==> config.mk <==
export PLATFORM = sky130hd
export DESIGN_NAME = uart_tx_fifo_param
export DESIGN_NICKNAME = d
export VERILOG_FILES = /design/src/rtl/uart_tx_fifo_param.sv
export SDC_FILE = /design/constraint.sdc
export NUM_CORES = 1
export LEC_CHECK = 0
export BUFFER_PORTS_ARGS = -buffer_cell sky130_fd_sc_hd__buf_4
export CORE_ASPECT_RATIO = 0.5
export CORE_MARGIN = 2
export CORE_UTILIZATION = 32
export CTS_BUF_LIST = sky130_fd_sc_hd__clkbuf_2
export DETAILED_ROUTE_END_ITERATION = 10
export SYNTH_ARGS = -nofsm -noshare
export SYNTH_HDL_FRONTEND = slang
export SYNTH_SLANG_ARGS = --single-unit
export TNS_END_PERCENT = 20
==> constraint.sdc <==
create_clock -name clk -period 5 [get_ports clk]
set_clock_uncertainty 0.05 [all_clocks]
set_input_delay 0.5 -clock clk [delete_from_list [all_inputs] [get_ports clk]]
set_output_delay 0.5 -clock clk [all_outputs]
set_load 0.005 [all_outputs]
==> src/rtl/uart_tx_fifo_param.sv <==
// uart_tx_fifo_param: UART transmitter with a parametrised payload width and a
// small input FIFO. One bit per clk cycle, LSB first, optional parity bit,
// one or two stop bits, back-to-back frames when words are queued.
module uart_tx_fifo_param #(
  parameter int DATA_WIDTH = 8,
  parameter int FIFO_DEPTH = 4,
  parameter int CNT_W      = $clog2(FIFO_DEPTH + 1)
) (
  input  logic                  clk,
  input  logic                  rst,
  input  logic [DATA_WIDTH-1:0] P_DATA,
  input  logic                  Data_Valid,
  input  logic                  PAR_EN,
  input  logic                  PAR_TYP,
  input  logic                  STOP2,
  output logic                  TX_OUT,
  output logic                  busy,
  output logic                  Ser_Done,
  output logic                  fifo_full,
  output logic [CNT_W-1:0]      fifo_count,
  output logic                  overflow
);

  localparam int PTR_W = (FIFO_DEPTH > 1) ? $clog2(FIFO_DEPTH) : 1;
  localparam int BIT_W = $clog2(DATA_WIDTH);

  typedef enum logic [2:0] {
    S_IDLE   = 3'd0,
    S_START  = 3'd1,
    S_DATA   = 3'd2,
    S_PARITY = 3'd3,
    S_STOP   = 3'd4
  } state_t;

  // Parity of a payload word; odd selects odd parity.
  function automatic logic calc_parity(input logic [DATA_WIDTH-1:0] data,
                                       input logic                  odd);
    calc_parity = odd ? ~(^data) : (^data);
  endfunction

  // FIFO storage and bookkeeping
  logic [DATA_WIDTH-1:0] r_mem [FIFO_DEPTH];
  logic [PTR_W-1:0]      r_wr_ptr;
  logic [PTR_W-1:0]      r_rd_ptr;
  logic [CNT_W-1:0]      r_count;
  logic [CNT_W-1:0]      w_count_nxt;
  logic                  r_full;
  logic                  w_push;
  logic                  w_pop;
  logic                  w_has_data;
  logic [DATA_WIDTH-1:0] w_head;

  // Frame engine state
  state_t                r_state;
  state_t                w_state_nxt;
  logic [BIT_W-1:0]      r_bit;
  logic [BIT_W-1:0]      w_bit_nxt;
  logic                  r_stop_cnt;
  logic                  w_stop_cnt_nxt;
  logic [DATA_WIDTH-1:0] r_shift;
  logic [DATA_WIDTH-1:0] w_shift_nxt;

  // Per-frame configuration captured when the word is popped
  logic                  r_par_en;
  logic                  r_par_bit;
  logic                  r_stop2;

  // Registered outputs and their next values
  logic                  r_tx;
  logic                  r_busy;
  logic                  r_done;
  logic                  r_ovf;
  logic                  w_tx_nxt;
  logic                  w_busy_nxt;
  logic                  w_done_nxt;

  // A full FIFO refuses the write even if a pop happens on the same edge.
  assign w_push     = Data_Valid & ~r_full;
  assign w_has_data = (r_count != CNT_W'(0));
  assign w_head     = r_mem[r_rd_ptr];

  // Next FIFO occupancy from the push/pop pair.
  always_comb begin
    w_count_nxt = r_count;
    case ({w_push, w_pop})
      2'b10:   w_count_nxt = r_count + CNT_W'(1);
      2'b01:   w_count_nxt = r_count - CNT_W'(1);
      default: w_count_nxt = r_count;
    endcase
  end

  // FIFO storage write; contents need no reset since count gates reads.
  always_ff @(posedge clk) begin
    if (w_push) begin
      r_mem[r_wr_ptr] <= P_DATA;
    end
  end

  // FIFO pointers, occupancy, full flag and overflow pulse.
  always_ff @(posedge clk) begin
    if (rst) begin
      r_wr_ptr <= PTR_W'(0);
      r_rd_ptr <= PTR_W'(0);
      r_count  <= CNT_W'(0);
      r_full   <= 1'b0;
      r_ovf    <= 1'b0;
    end else begin
      if (w_push) begin
        r_wr_ptr <= r_wr_ptr + PTR_W'(1);
      end
      if (w_pop) begin
        r_rd_ptr <= r_rd_ptr + PTR_W'(1);
      end
      r_count <= w_count_nxt;
      r_full  <= (w_count_nxt == CNT_W'(FIFO_DEPTH));
      r_ovf   <= Data_Valid & r_full;
    end
  end

  // Next-state and next-output logic; outputs are computed for the state being
  // entered so that TX_OUT/busy/Ser_Done can be registered with the state.
  always_comb begin
    w_state_nxt    = r_state;
    w_bit_nxt      = r_bit;
    w_stop_cnt_nxt = r_stop_cnt;
    w_shift_nxt    = r_shift;
    w_tx_nxt       = 1'b1;
    w_busy_nxt     = 1'b1;
    w_done_nxt     = 1'b0;
    w_pop          = 1'b0;
    case (r_state)
      S_IDLE: begin
        if (w_has_data) begin
          w_pop       = 1'b1;
          w_state_nxt = S_START;
          w_shift_nxt = w_head;
          w_tx_nxt    = 1'b0;
        end else begin
          w_busy_nxt  = 1'b0;
        end
      end
      S_START: begin
        w_state_nxt = S_DATA;
        w_bit_nxt   = BIT_W'(0);
        w_tx_nxt    = r_shift[0];
      end
      S_DATA: begin
        if (r_bit == BIT_W'(DATA_WIDTH - 1)) begin
          w_stop_cnt_nxt = 1'b0;
          if (r_par_en) begin
            w_state_nxt = S_PARITY;
            w_tx_nxt    = r_par_bit;
          end else begin
            w_state_nxt = S_STOP;
            w_done_nxt  = ~r_stop2;
          end
        end else begin
          w_bit_nxt   = r_bit + BIT_W'(1);
          w_shift_nxt = r_shift >> 1;
          w_tx_nxt    = r_shift[1];
        end
      end
      S_PARITY: begin
        w_state_nxt    = S_STOP;
        w_stop_cnt_nxt = 1'b0;
        w_done_nxt     = ~r_stop2;
      end
      S_STOP: begin
        if (r_stop2 && !r_stop_cnt) begin
          w_stop_cnt_nxt = 1'b1;
          w_done_nxt     = 1'b1;
        end else if (w_has_data) begin
          w_pop       = 1'b1;
          w_state_nxt = S_START;
          w_shift_nxt = w_head;
          w_tx_nxt    = 1'b0;
        end else begin
          w_state_nxt = S_IDLE;
          w_busy_nxt  = 1'b0;
        end
      end
      default: begin
        w_state_nxt = S_IDLE;
        w_busy_nxt  = 1'b0;
      end
    endcase
  end

  // Frame engine registers, frame configuration capture and line outputs.
  always_ff @(posedge clk) begin
    if (rst) begin
      r_state    <= S_IDLE;
      r_bit      <= BIT_W'(0);
      r_stop_cnt <= 1'b0;
      r_shift    <= DATA_WIDTH'(0);
      r_par_en   <= 1'b0;
      r_par_bit  <= 1'b0;
      r_stop2    <= 1'b0;
      r_tx       <= 1'b1;
      r_busy     <= 1'b0;
      r_done     <= 1'b0;
    end else begin
      r_state    <= w_state_nxt;
      r_bit      <= w_bit_nxt;
      r_stop_cnt <= w_stop_cnt_nxt;
      r_shift    <= w_shift_nxt;
      if (w_pop) begin
        r_par_en  <= PAR_EN;
        r_par_bit <= calc_parity(w_head, PAR_TYP);
        r_stop2   <= STOP2;
      end
      r_tx   <= w_tx_nxt;
      r_busy <= w_busy_nxt;
      r_done <= w_done_nxt;
    end
  end

  assign TX_OUT     = r_tx;
  assign busy       = r_busy;
  assign Ser_Done   = r_done;
  assign fifo_full  = r_full;
  assign fifo_count = r_count;
  assign overflow   = r_ovf;

endmodule

# After elaboration in Yosys (flattened, before gate mapping)
# Memory sizes are Yosys's and may differ from the RTL's. A register that Yosys moved wholly into a read port is not among the register bits.
# Cells that the tools add are included.
word_totals:
  register_bits: 30
  latchBits: 0
  mem_bits_rw: 32
  romBits: 0
  inputBits: 14
  elab_cells: 87
  n_memories: 1
memory_table:
  columns: ["memory", "words", "word_bits", "rd", "rd_clocked_by_memory_dff", "write_ports", "line", "source"]
  rows:
  - ["r_mem", 4, 8, 1, 1, 1, "42", "logic [DATA_WIDTH-1:0] r_mem [FIFO_DEPTH];"]
op_classes:
  addsub: 5
  n_mul: 0
  div_mod_pow: 0
  order_cmp: 0
  eq_ne: 13
  n_shift: 0
  n_mux: 35
  n_bitwise: 5
  reduce_logical: 13
op_table:
  columns: ["operator", "count"]
  rows:
  - ["$mux W8", 3]
  - ["$pmux W8 S3", 1]
  - ["$mux W1", 16]
  - ["$mux W3", 5]
  - ["$pmux W3 S5", 1]
  - ["$pmux W3 S2", 2]
  - ["$ne A2 B2 Y1 const B", 5]
  - ["$eq A3 B3 Y1 const B", 3]
  - ["$pmux W1 S3", 3]
  - ["$reduce_and A3 Y1", 3]
  - ["$reduce_bool A3 Y1", 3]
  - ["$reduce_xor A8 Y1", 1]
  - ["$add A3 B1 Y3 const B", 2]
  - ["$eq A3 B2 Y1 const B", 2]
  - ["$add A2 B1 Y2 const B", 2]
  - ["$mux W2", 2]
  - ["$pmux W1 S4", 1]
  - ["$eq A3 B1 Y1 const B", 1]
  - ["$logic_not A3 Y1", 1]
  - ["$not A1 Y1", 3]
  - ["$reduce_or A3 Y1", 1]
  - ["$sub A3 B1 Y3 const B", 1]
  - ["$and A1 B1 Y1", 2]
  - ["$eq A2 B1 Y1 const B", 1]
  - ["other kinds (6)", 6]

# Depth between registers and ports, before layout
# Gate-level depths: netlist of the first run.
depth:
  word_depth: 7
  ltp_mapped: 11
  depth_no_buf: 10

# Least setup slack after synthesis of the first run
# Ideal clock, no wire load.
synth_path:
  kind: "register to register"
  from: "register r_state[1]"
  to: "register r_full, in the netlist fifo_full"
  setup_time_ps: 132
  arrival_time_ps: 2074
  required_ps: 4818
  setup_slack_ps: 2745
  path_stages_with_launch: 12
  path_buffers: 1
  period_less_slack_ps: 2255
  cell_sequence: "dfxtp_1 clkbuf_1 nor2_1 nand3b_1 inv_1 ha_1 inv_1 fa_1 xor2_1 nor2_1 xnor2_1 nor3_1"
synth_between:
  elab_chain_cells: 5
  elab_cells_between_ends: 7
  cone_classes: "eq/ne (4); mux (2); reduce/logical (1)"
synth_lines:
  columns: ["element", "line", "source"]
  rows:
  - ["from (decl)", "54", "state_t r_state;"]
  - ["from (signal assigned)", "203", "r_state <= w_state_nxt;"]
  - ["$eq A3 B3 Y1 or $logic_not A3 Y1 (tied branches)", "131", "case (r_state)"]
  - ["$pmux W1 S2 *", "131", null]
  - ["named net w_pop", "49", "logic w_pop;"]
  - ["$eq A2 B1 Y1 or $eq A2 B2 Y1 (tied branches)", "85", "case ({w_push, w_pop})"]
  - ["$pmux W3 S2 *", "85", null]
  - ["$eq A3 B3 Y1 *", "115", "r_full <= (w_count_nxt == CNT_W'(FIFO_DEPTH));"]
  - ["to (signal assigned)", "115", null]
  - ["to (decl)", "47", "logic r_full;"]
# Mark *: on every way through the listed nets, which the timed path passes. The rest lies on a longest branch.
# A chain may end at the register's enable or synchronous reset.

# Final worst setup path of the first run
layout_path:
  from: "register r_state[0]"
  to: "register r_full, in the netlist fifo_full"
# Same word-level chain as after synthesis.

==> results of run 1 <==
-- worst max-delay path, delay by kind of cell (launching register included) --
family	cells	cell delay, ps
xor+xnor	2	300
fa+ha+maj	2	580
buf+inv	2	260
flops	1	490
simple gates	4	710
-- area by class of cell --
class / count / area, sq um
Clock buffer: 11 / 55.1
Timing Repair Buffer: 21 / 158
Sequential cell: 64 / 1600
Clock inverter: 5 / 81.3
Tap cell: 117 / 146
Inverter: 10 / 37.5
Multi-Input combinational cell: 140 / 1100
Fill cell: 850 / 5410
-- sequential cells by signal, summed over array words and instances (netlist names), 2 cells and up, named ones only --
name	cells
r_state	3
r_wr_ptr	2
fifo_count	3
r_shift	8
r_mem	32
r_rd_ptr	2
r_bit	3
-- stage by stage --
stage / setup WS (ps) / hold slack (ps) / util (%)
after CTS: 2490 / 66.5 / 37.0
after global routing: 2200 / 54.9 / 37.0
after floorplan: 2740 / 404 / -
after detailed placement: 2540 / 424 / 35.4
final: 2510 / 122 / 37.0
after global placement: 2640 / 425 / 35.4
-- synthesized netlist by cell type (2+ instances only) --
cell type	number	area [sq um]
a211oi_1	8	60.1
a21oi_1	12	60.1
a22oi_1	2	15.0
and2_1	4	25.0
clkbuf_1	9	33.8
dfxtp_1	32	641
edfxtp_1	32	961
ha_1	7	87.6
inv_1	10	37.5
mux2i_1	10	100
mux4_1	6	158
mux4_2	2	45.0
nand2_1	7	26.3
nand2b_1	3	18.8
nand3_1	3	15.0
nand3b_1	3	22.5
nor2_1	27	101
nor2_2	2	12.5
nor2b_1	7	43.8
nor3_1	8	40.0
nor4_1	2	12.5
o211ai_1	2	15.0
o21ai_0	5	25.0
xnor2_1	4	35.0
xnor3_1	2	45.0
xor2_1	4	35.0
-- metal layers --
metal | part of all wire, % | up-vias | wire length (um) | GRT usage (%)
met5 | 0 | - | 0 | 0
met4 | 2.1 | 0 | 104 | 6.25
met3 | 4.4 | 10 | 217 | 4.79
met2 | 47 | 32 | 2310 | 18.0
met1 | 47 | 816 | 2330 | 13.9
li1 | - | 856 | - | -
-- path summary, 6_finish.rpt --
path                 end  slack [ps]  depth (start not counted)
max            fifo_full        2510                         10
max reg2reg    fifo_full        2510                         10
min reg2reg   r_shift[7]         450                          2
min          r_mem[3][4]         120                          1
-- where the power goes --
group          switching (mW)  internal (mW)
combinational           0.337          0.318
sequential             0.0980          0.662
clock                   0.191          0.170
total                   0.626           1.15
-- kinds of logic (layout without fill, tap and decap cells) --
| group | after synthesis | count (layout) | share of synthesized area, % |
|---|---|---|---|
| xor gates and xnor gates | 11 | 11 | 4.70 |
| adders and majority gates | 8 | 8 | 3.85 |
| AOI/OAI and AO/OA | 34 | 34 | 7.84 |
| and+or+nand+nor | 69 | 69 | 12.1 |
| muxes | 18 | 18 | 10.8 |
| buffers and inverters | 22 | 47 | 3.31 |
| DFF | 64 | 64 | 57.3 |
==> results.json, run 1 <==
{
  "syn_inst": 226,
  "cp.arrival_ps": 2840,
  "slew_headroom_pct": 65.4,
  "async_flop_share_pct": 0,
  "cts.sinks": 64,
  "die_y_um": 70.1,
  "cpPeakStageDelay_ps": 490,
  "crit_type": "reg2reg",
  "cp_slowest_cell": "dfxtp_1",
  "fin_cells": 368,
  "post_cts_buffers": 0,
  "stdcell_area_sq_mm": 0.00318,
  "place.gp.congestion": 0.799,
  "grt_pass1_vias": 1726,
  "synth_ff_type": "edfxtp_1",
  "die_w_um": 136,
  "hold_start": "P_DATA[4]",
  "max_cap_violations": 0,
  "critPathMaxFanout": 15,
  "synth_area_per_cell_sq_um": 12.4,
  "syn_area_sq_mm": 0.00279,
  "start_kind": "flop",
  "cts-buffers-inserted": 9,
  "total_power_mw": 1.78,
  "vias": 1714,
  "wire_per_inst_um": 13.5,
  "cts_tree": "built",
  "grt_overflow": 0,
  "synth_seq_cells": 64,
  "drt_iter0_markers": 103,
  "root_buffer": "clkbuf_2",
  "pin_count": 22,
  "tightest_slew_ps": 518,
  "hold_violations": 0,
  "grt_max_degree": 32,
  "dr.pass1.iters": 4,
  "port_buffers": 21,
  "row_count": 24,
  "area_delta_synth_final_pct": 13.8,
  "drive_above_1_share_pct": 16.7,
  "power_leakage_nw": 1.16,
  "cp-startpoint": "r_state[0]",
  "cp.required_ps": 5350,
  "core_sq_mm": 0.00859,
  "ys_seq_area_share_pct": 57.3,
  "irDropWorstVdd_v": 0.000159,
  "cp_cell_sequence": "nor2_1, nand3b_1, inv_1, ha_1, inv_1, fa_1, xor2_1, nor2_1, xnor2_1, nor3_1",
  "htreeDepth": 3,
  "ctsHoldBuffers": 0,
  "start_util_pct": 32.5,
  "critPathCaptureType": "flop",
  "clk_pin_slew_ps": 180,
  "dp_hpwl_mm": 3.33,
  "yosysUniqueCellTypes": 39,
  "fmax_ghz": 0.402,
  "postPlaceCellArea_sq_mm": 0.00304,
  "nets": 268,
  "reg2reg_from": "r_state[0]",
  "vias_per_cell": 4.66,
  "drc_errors": 0,
  "dieArea_sq_mm": 0.00954,
  "rsz0062_at_grt": "false",
  "antenna_found_initial": 0,
  "finalSetupViolations": 0,
  "antenna_cells": 0,
  "clk_latency_ps": 510,
  "grt_use_total_pct": 11.6,
  "synth_warnings": 0,
  "synth_edf_count": 32,
  "tns_ps": 0,
  "antenna_left": 0,
  "wl_mm": 4.96,
  "cts_max_path_buffers": 2,
  "syn-num-nets": 248,
  "dp_cells": 352,
  "grt_pass1_wl_mm": 8.34,
  "final_cell_mix": "dfxtp_1 (32), edfxtp_1 (32), nor2_1 (27), buf_4 (21), a21oi_1 (12)",
  "fin_crit_ps": 2490,
  "holdCritPathClass": "in2reg",
  "drv_slew": 0,
  "outcome": "complete, no violations",
  "cts_resized": 0,
  "power_density_mw_per_mm2": 559,
  "fin_crit_sh_pct": 49.8
}
(Power assumes the default switching activity.)
==> run 2, diff against run 1 <==
==> constraint.sdc (replaced) <==
create_clock -name clk -period 2.1 [get_ports clk]
set_clock_uncertainty 0.05 [all_clocks]
set_input_delay 0.21 -clock clk [delete_from_list [all_inputs] [get_ports clk]]
set_output_delay 0.21 -clock clk [all_outputs]
set_load 0.005 [all_outputs]
==> run 2 against run 1 <==
Effect of this change: register-to-register slack got worse by 2500 ps; die area is the same; wire length up 5.9%; cell count increased by 8.2%; count of clock-buffer cells in the layout decreased by 1; combinational power grew to 3.1 times the previous value; sequential cell count is the same; power grew to 2.7 times the previous value; via count increased by 7.9%; global-route usage grew 0.42 points; cell area grew 9.8%.
==> results.json, run 2 (synthesis results as in run 1) <==
{
  "outcome": "complete, no violations",
  "max_cap_violations": 0,
  "antenna_cells": 0,
  "grt_pass1_vias": 1824,
  "dp_cells": 368,
  "grt_max_degree": 32,
  "die_w_um": 136,
  "start_util_pct": 32.5,
  "root_buffer": "clkbuf_2",
  "drt_iter0_markers": 105,
  "power_density_mw_per_mm2": 1350,
  "fin_hold_ws_ps": 191,
  "tightest_slew_ps": 518,
  "fin_cells": 398,
  "wl_mm": 5.25,
  "cp.arrival_ps": 2390,
  "holdCritPathClass": "in2reg",
  "antenna_left": 0,
  "vias": 1849,
  "drc_errors": 0,
  "grt_pass1_wl_mm": 8.78,
  "start_kind": "flop",
  "crit_type": "reg2reg",
  "critPathCaptureType": "flop",
  "cts_tree": "built",
  "slew_headroom_pct": 65.4,
  "wire_per_inst_um": 13.2,
  "antenna_found_initial": 0,
  "clk_pin_slew_ps": 180,
  "grt_overflow": 0,
  "fin_crit_ps": 2060,
  "clk_latency_ps": 480,
  "fmax_ghz": 0.487,
  "grt_use_total_pct": 12.1,
  "htreeDepth": 3,
  "die_y_um": 70.1,
  "fillers": 847,
  "largest_reg_flops": 32,
  "area_delta_synth_final_pct": 24.9,
  "final_common_cell": "buf_4",
  "port_buffers": 21,
  "fin_crit_sh_pct": 97.9,
  "drive_above_1_share_pct": 25.3,
  "nets": 298,
  "max_flop_register": "r_mem",
  "row_count": 24,
  "place.gp.congestion": 0.787,
  "cts_max_path_buffers": 2,
  "cp.required_ps": 2440,
  "vias_per_cell": 4.65,
  "dr.pass1.iters": 4,
  "hold_violations": 0,
  "dieArea_sq_mm": 0.00954,
  "dp_hpwl_mm": 3.64,
  "cts-buffers-inserted": 9,
  "critPathMaxFanout": 3,
  "largestRegisters": "r_mem x32, r_shift x8",
  "finalSetupViolations": 0,
  "power_leakage_nw": 1.32,
  "pin_count": 22,
  "core_sq_mm": 0.00859,
  "cts.sinks": 64,
  "final_cell_mix": "buf_4 (39), edfxtp_1 (32), dfxtp_1 (28), nor2_1 (26)",
  "irDropWorstVdd_v": 0.000456,
  "drv_slew": 0
}
## run 2: cell count changes in the layout (fill, tap and decap cells not counted), sizes merged
cell         before  now
buf              21   39
dlygate4sd3       0   12
bufinv            2    3
clkbuf           11   10
clkinv            2    3
clkinvlp          1    0
## run 2: layout make-up
cell class	count	area, sq um	share of cell area, %
repair buffers	51	413	11.8
multi-input cells	140	1130	32.3
clock buffers	10	50.0	1.43
flip-flops and latches	64	1610	46.1
clock inverters	6	108	3.08
inverters	10	37.5	1.08
well taps	117	146	4.20
## run 2: critical path, stage by stage, from the launching register on
cell and delay [ps]:
dfxtp_2 360, or3_4 380, nand3b_1 140, inv_2 70
ha_4 160, inv_2 50, fa_2 410, nor2b_4 140
mux2i_1 140, nor3_1 60
## run 2: metrics by stage
| stage | worst slack, ps | cell area, sq um | power (mW) | util [%] | setup TNS (ps) |
|---|---|---|---|---|---|
| floorplan | -1.83 | 2820 | 3.14 | - | -1.83 |
| global placement | 80.3 | 3190 | 3.66 | 37.2 | 0 |
| detailed placement | 27.6 | 3190 | 3.72 | 37.2 | 0 |
| CTS | 6.85 | 3470 | 4.71 | 40.4 | 0 |
| global route | -6.96 | 3490 | 5.07 | 40.6 | -6.96 |
| finish | 44.7 | 3490 | 4.73 | 40.6 | 0 |
## run 2: layer usage
metal	wire, um	track usage [%]
met1	2480	15.1
met2	2550	18.9
met4	33	3.70
met3	190	5.23
met5	0	0
## run 2: timing repair
| item | 4_1_cts | 5_1_grt |
|---|---|---|
| setup buffers | 0 | 2 |
| endpoints found under the hold margin | 36 | 0 |
| gates resized for setup | 0 | 5 |
| setup endpoints to repair | 0 | 3 |
| hold buffers | 12 | 0 |
## run 2: power by group
group	switching (mW)	leakage (nW)	total, mW	internal, mW
Combinational	0.996	0.668	2.04	1.05
Clock	0.446	0.0935	0.961	0.515
Sequential	0.137	0.558	1.72	1.58
## run 2: worst paths after layout
| kind | start | depth (start not counted) | endpoint | slack (ps) |
|---|---|---|---|---|
| max reg2reg | fifo_count[1] | 9 | fifo_full | 40 |
| max | fifo_count[1] | 9 | fifo_full | 40 |
| min | PAR_TYP | 4 | r_par_bit | 190 |
| min reg2reg | r_par_bit | 2 | r_par_bit | 450 |
==> run 3, diff against run 2 <==
--- a/config.mk
+++ b/config.mk
@@ -7,7 +7,6 @@
 export LEC_CHECK = 0
 export BUFFER_PORTS_ARGS = -buffer_cell sky130_fd_sc_hd__buf_4
 export CORE_ASPECT_RATIO = 0.5
-export CORE_MARGIN = 2
 export CORE_UTILIZATION = 32
 export CTS_BUF_LIST = sky130_fd_sc_hd__clkbuf_2
 export DETAILED_ROUTE_END_ITERATION = 10
==> constraint.sdc (replaced) <==
create_clock -name clk -period 1.7 [get_ports clk]
set_clock_uncertainty 0.05 [all_clocks]
set_input_delay 0.17 -clock clk [delete_from_list [all_inputs] [get_ports clk]]
set_output_delay 0.17 -clock clk [all_outputs]
set_load 0.005 [all_outputs]
==> run 3 against run 2 <==
Effect of this change: the run now ends with negative setup slack left; global-route usage rose by 1.3 points; cell count grew 0.75%; first-iteration DRC count up 27%; combinational power increased by 34%; clock power down 7.1%; sequential power is 23% higher; via count up 0.92%; sequential cell count is the same; sequential share of layout area shrank 0.41 points; register-to-register slack got worse by 430 ps; critical path type unchanged; highest routed layer unchanged.
==> results.json, run 3 (synthesis results as in run 1) <==
{
  "wl_mm": 5.34,
  "nets": 306,
  "outcome": "complete, but fails checks",
  "irDropWorstVdd_v": 0.000496,
  "use_met2_pct": 21.8,
  "clk_latency_ps": 510,
  "port_buffers": 21,
  "grt_util_met1_pct": 16.0,
  "cp.required_ps": 2090,
  "tns_ps": -2010,
  "cts_tree": "built",
  "power_leakage_nw": 1.33,
  "use_met3_pct": 5.41,
  "max_flop_register": "r_mem",
  "antenna_left": 0,
  "dp_hpwl_mm": 3.76,
  "fin_crit_sh_pct": 122,
  "pin_count": 22,
  "start_util_pct": 33.9,
  "tightest_slew_ps": 438,
  "core_sq_mm": 0.00823,
  "cp.arrival_ps": 2470,
  "clk_pin_slew_ps": 190,
  "finalSetupViolations": 11,
  "critPathCaptureType": "flop",
  "total_power_mw": 5.74,
  "dieArea_sq_mm": 0.00913,
  "grt_pass1_wl_mm": 8.90,
  "final_util_pct": 42.7,
  "cts-buffers-inserted": 9,
  "largest_reg_flops": 32,
  "max_cap_violations": 0,
  "clkPwrFrac_pct": 15.5,
  "root_buffer": "clkbuf_2",
  "final_cell_mix": "buf_4 (44), edfxtp_1 (32), dfxtp_1 (29), nor2_1 (26)",
  "fin_ws_ps": -381,
  "drv_slew": 0,
  "violations": "negative setup slack",
  "grt_pass1_vias": 1802,
  "start_kind": "flop",
  "vias": 1866,
  "place.gp.congestion": 0.838,
  "grt_use_total_pct": 13.4,
  "slew_headroom_pct": 70.8,
  "critPathMaxFanout": 2,
  "busiest_layer": "met2",
  "area_delta_synth_final_pct": 25.9,
  "die_w_um": 134,
  "crit_type": "reg2reg",
  "antenna_cells": 0,
  "drive_above_1_share_pct": 28.7,
  "fin_crit_ps": 2080,
  "intPower_mw": 3.74,
  "cts.sinks": 64,
  "holdCritPathClass": "in2reg",
  "drt_iter0_markers": 133,
  "grt_max_degree": 32,
  "grt_overflow": 0,
  "rsz0062_at_grt": "true",
  "drc_errors": 0,
  "seqPwrFrac_pct": 36.8,
  "wire_per_inst_um": 13.3,
  "vias_per_cell": 4.65,
  "switching_share_pct": 34.9,
  "row_count": 23,
  "dr.pass1.iters": 4,
  "final_common_cell": "buf_4",
  "antenna_found_initial": 0,
  "power_density_mw_per_mm2": 1630,
  "die_y_um": 68.1,
  "largestRegisters": "r_mem x32, r_shift x8",
  "hold_violations": 0,
  "htreeDepth": 3,
  "switching_power_mw": 2.01,
  "cts_max_path_buffers": 2,
  "pwr-share-comb_pct": 47.7,
  "fmax_ghz": 0.480
}
[run 3: cell count changes in the layout (fill, tap and decap cells not counted), moves of 2 or more]
cell	change
buf_4	+5
mux4_1	-2
bufinv_16	-2
buf_6	+2
mux4_2	+2
clkinvlp_4	+3
[run 3: metal layers]
| metal | vias to the layer above | wire (um) |
|---|---|---|
| met3 | 7 | 189 |
| met5 | - | 0 |
| li1 | 934 | - |
| met2 | 30 | 2500 |
| met4 | 0 | 82 |
| met1 | 895 | 2570 |
[run 3: metrics by stage]
step                      instance area [sq um]  hold slack (ps)  worst slack [ps]  std cells
final                                      3520             82.2              -381        401
after global routing                       3520             27.9              -501        401
after CTS                                  3490             33.3              -365        399
after detailed placement                   3260              327              -340        371
after global placement                     3260              322              -287        371
after floorplan                            2820              219              -402        226
[run 3: final cells by class]
| class | instances | area [sq um] |
|---|---|---|
| Multi-Input combinational cell | 140 | 1130 |
| Inverter | 10 | 37.5 |
| Fill cell | 793 | 4710 |
| Sequential cell | 64 | 1610 |
| Tap cell | 112 | 140 |
| Timing Repair Buffer | 59 | 493 |
| Clock buffer | 10 | 50.0 |
| Clock inverter | 6 | 61.3 |
[run 3: final timing paths]
kind	end	depth (start not counted)	start	slack, ps
worst max register to register	fifo_full	9	r_stop_cnt	-380
worst min-delay path	r_par_bit	4	PAR_TYP	80
worst max-delay path	fifo_full	9	r_stop_cnt	-380
worst min register to register	r_par_en	2	r_par_en	460
[run 3: power groups by stage]
stage | combinational (mW) | sequential (mW) | clock [mW]
2_1_floorplan | 1.74 | 2.14 | 0
5_1_grt | 3.05 | 2.15 | 1.00
6_report | 2.74 | 2.11 | 0.893
4_1_cts | 2.68 | 2.11 | 0.929
3_3_place_gp | 2.57 | 2.13 | 0
3_5_place_dp | 2.65 | 2.14 | 0
[run 3: repair_timing]
| item | in CTS | in global routing |
|---|---|---|
| hold endpoints to repair | 57 | 0 |
| resized for setup | 4 | 8 |
| endpoints found under the setup margin | 12 | 15 |
| pin swaps | 2 | 4 |
| hold buffers | 12 | 0 |
| setup buffers | 0 | 2 |
[run 3: critical path, cell delays in order, from the launching register on]
cell      delay [ps]
dfxtp_2          360
and3b_2          210
nand3b_1         220
inv_2            110
ha_4             130
inv_2             30
fa_2             520
nor2b_4          150
mux2i_1           70
nor3_1           170
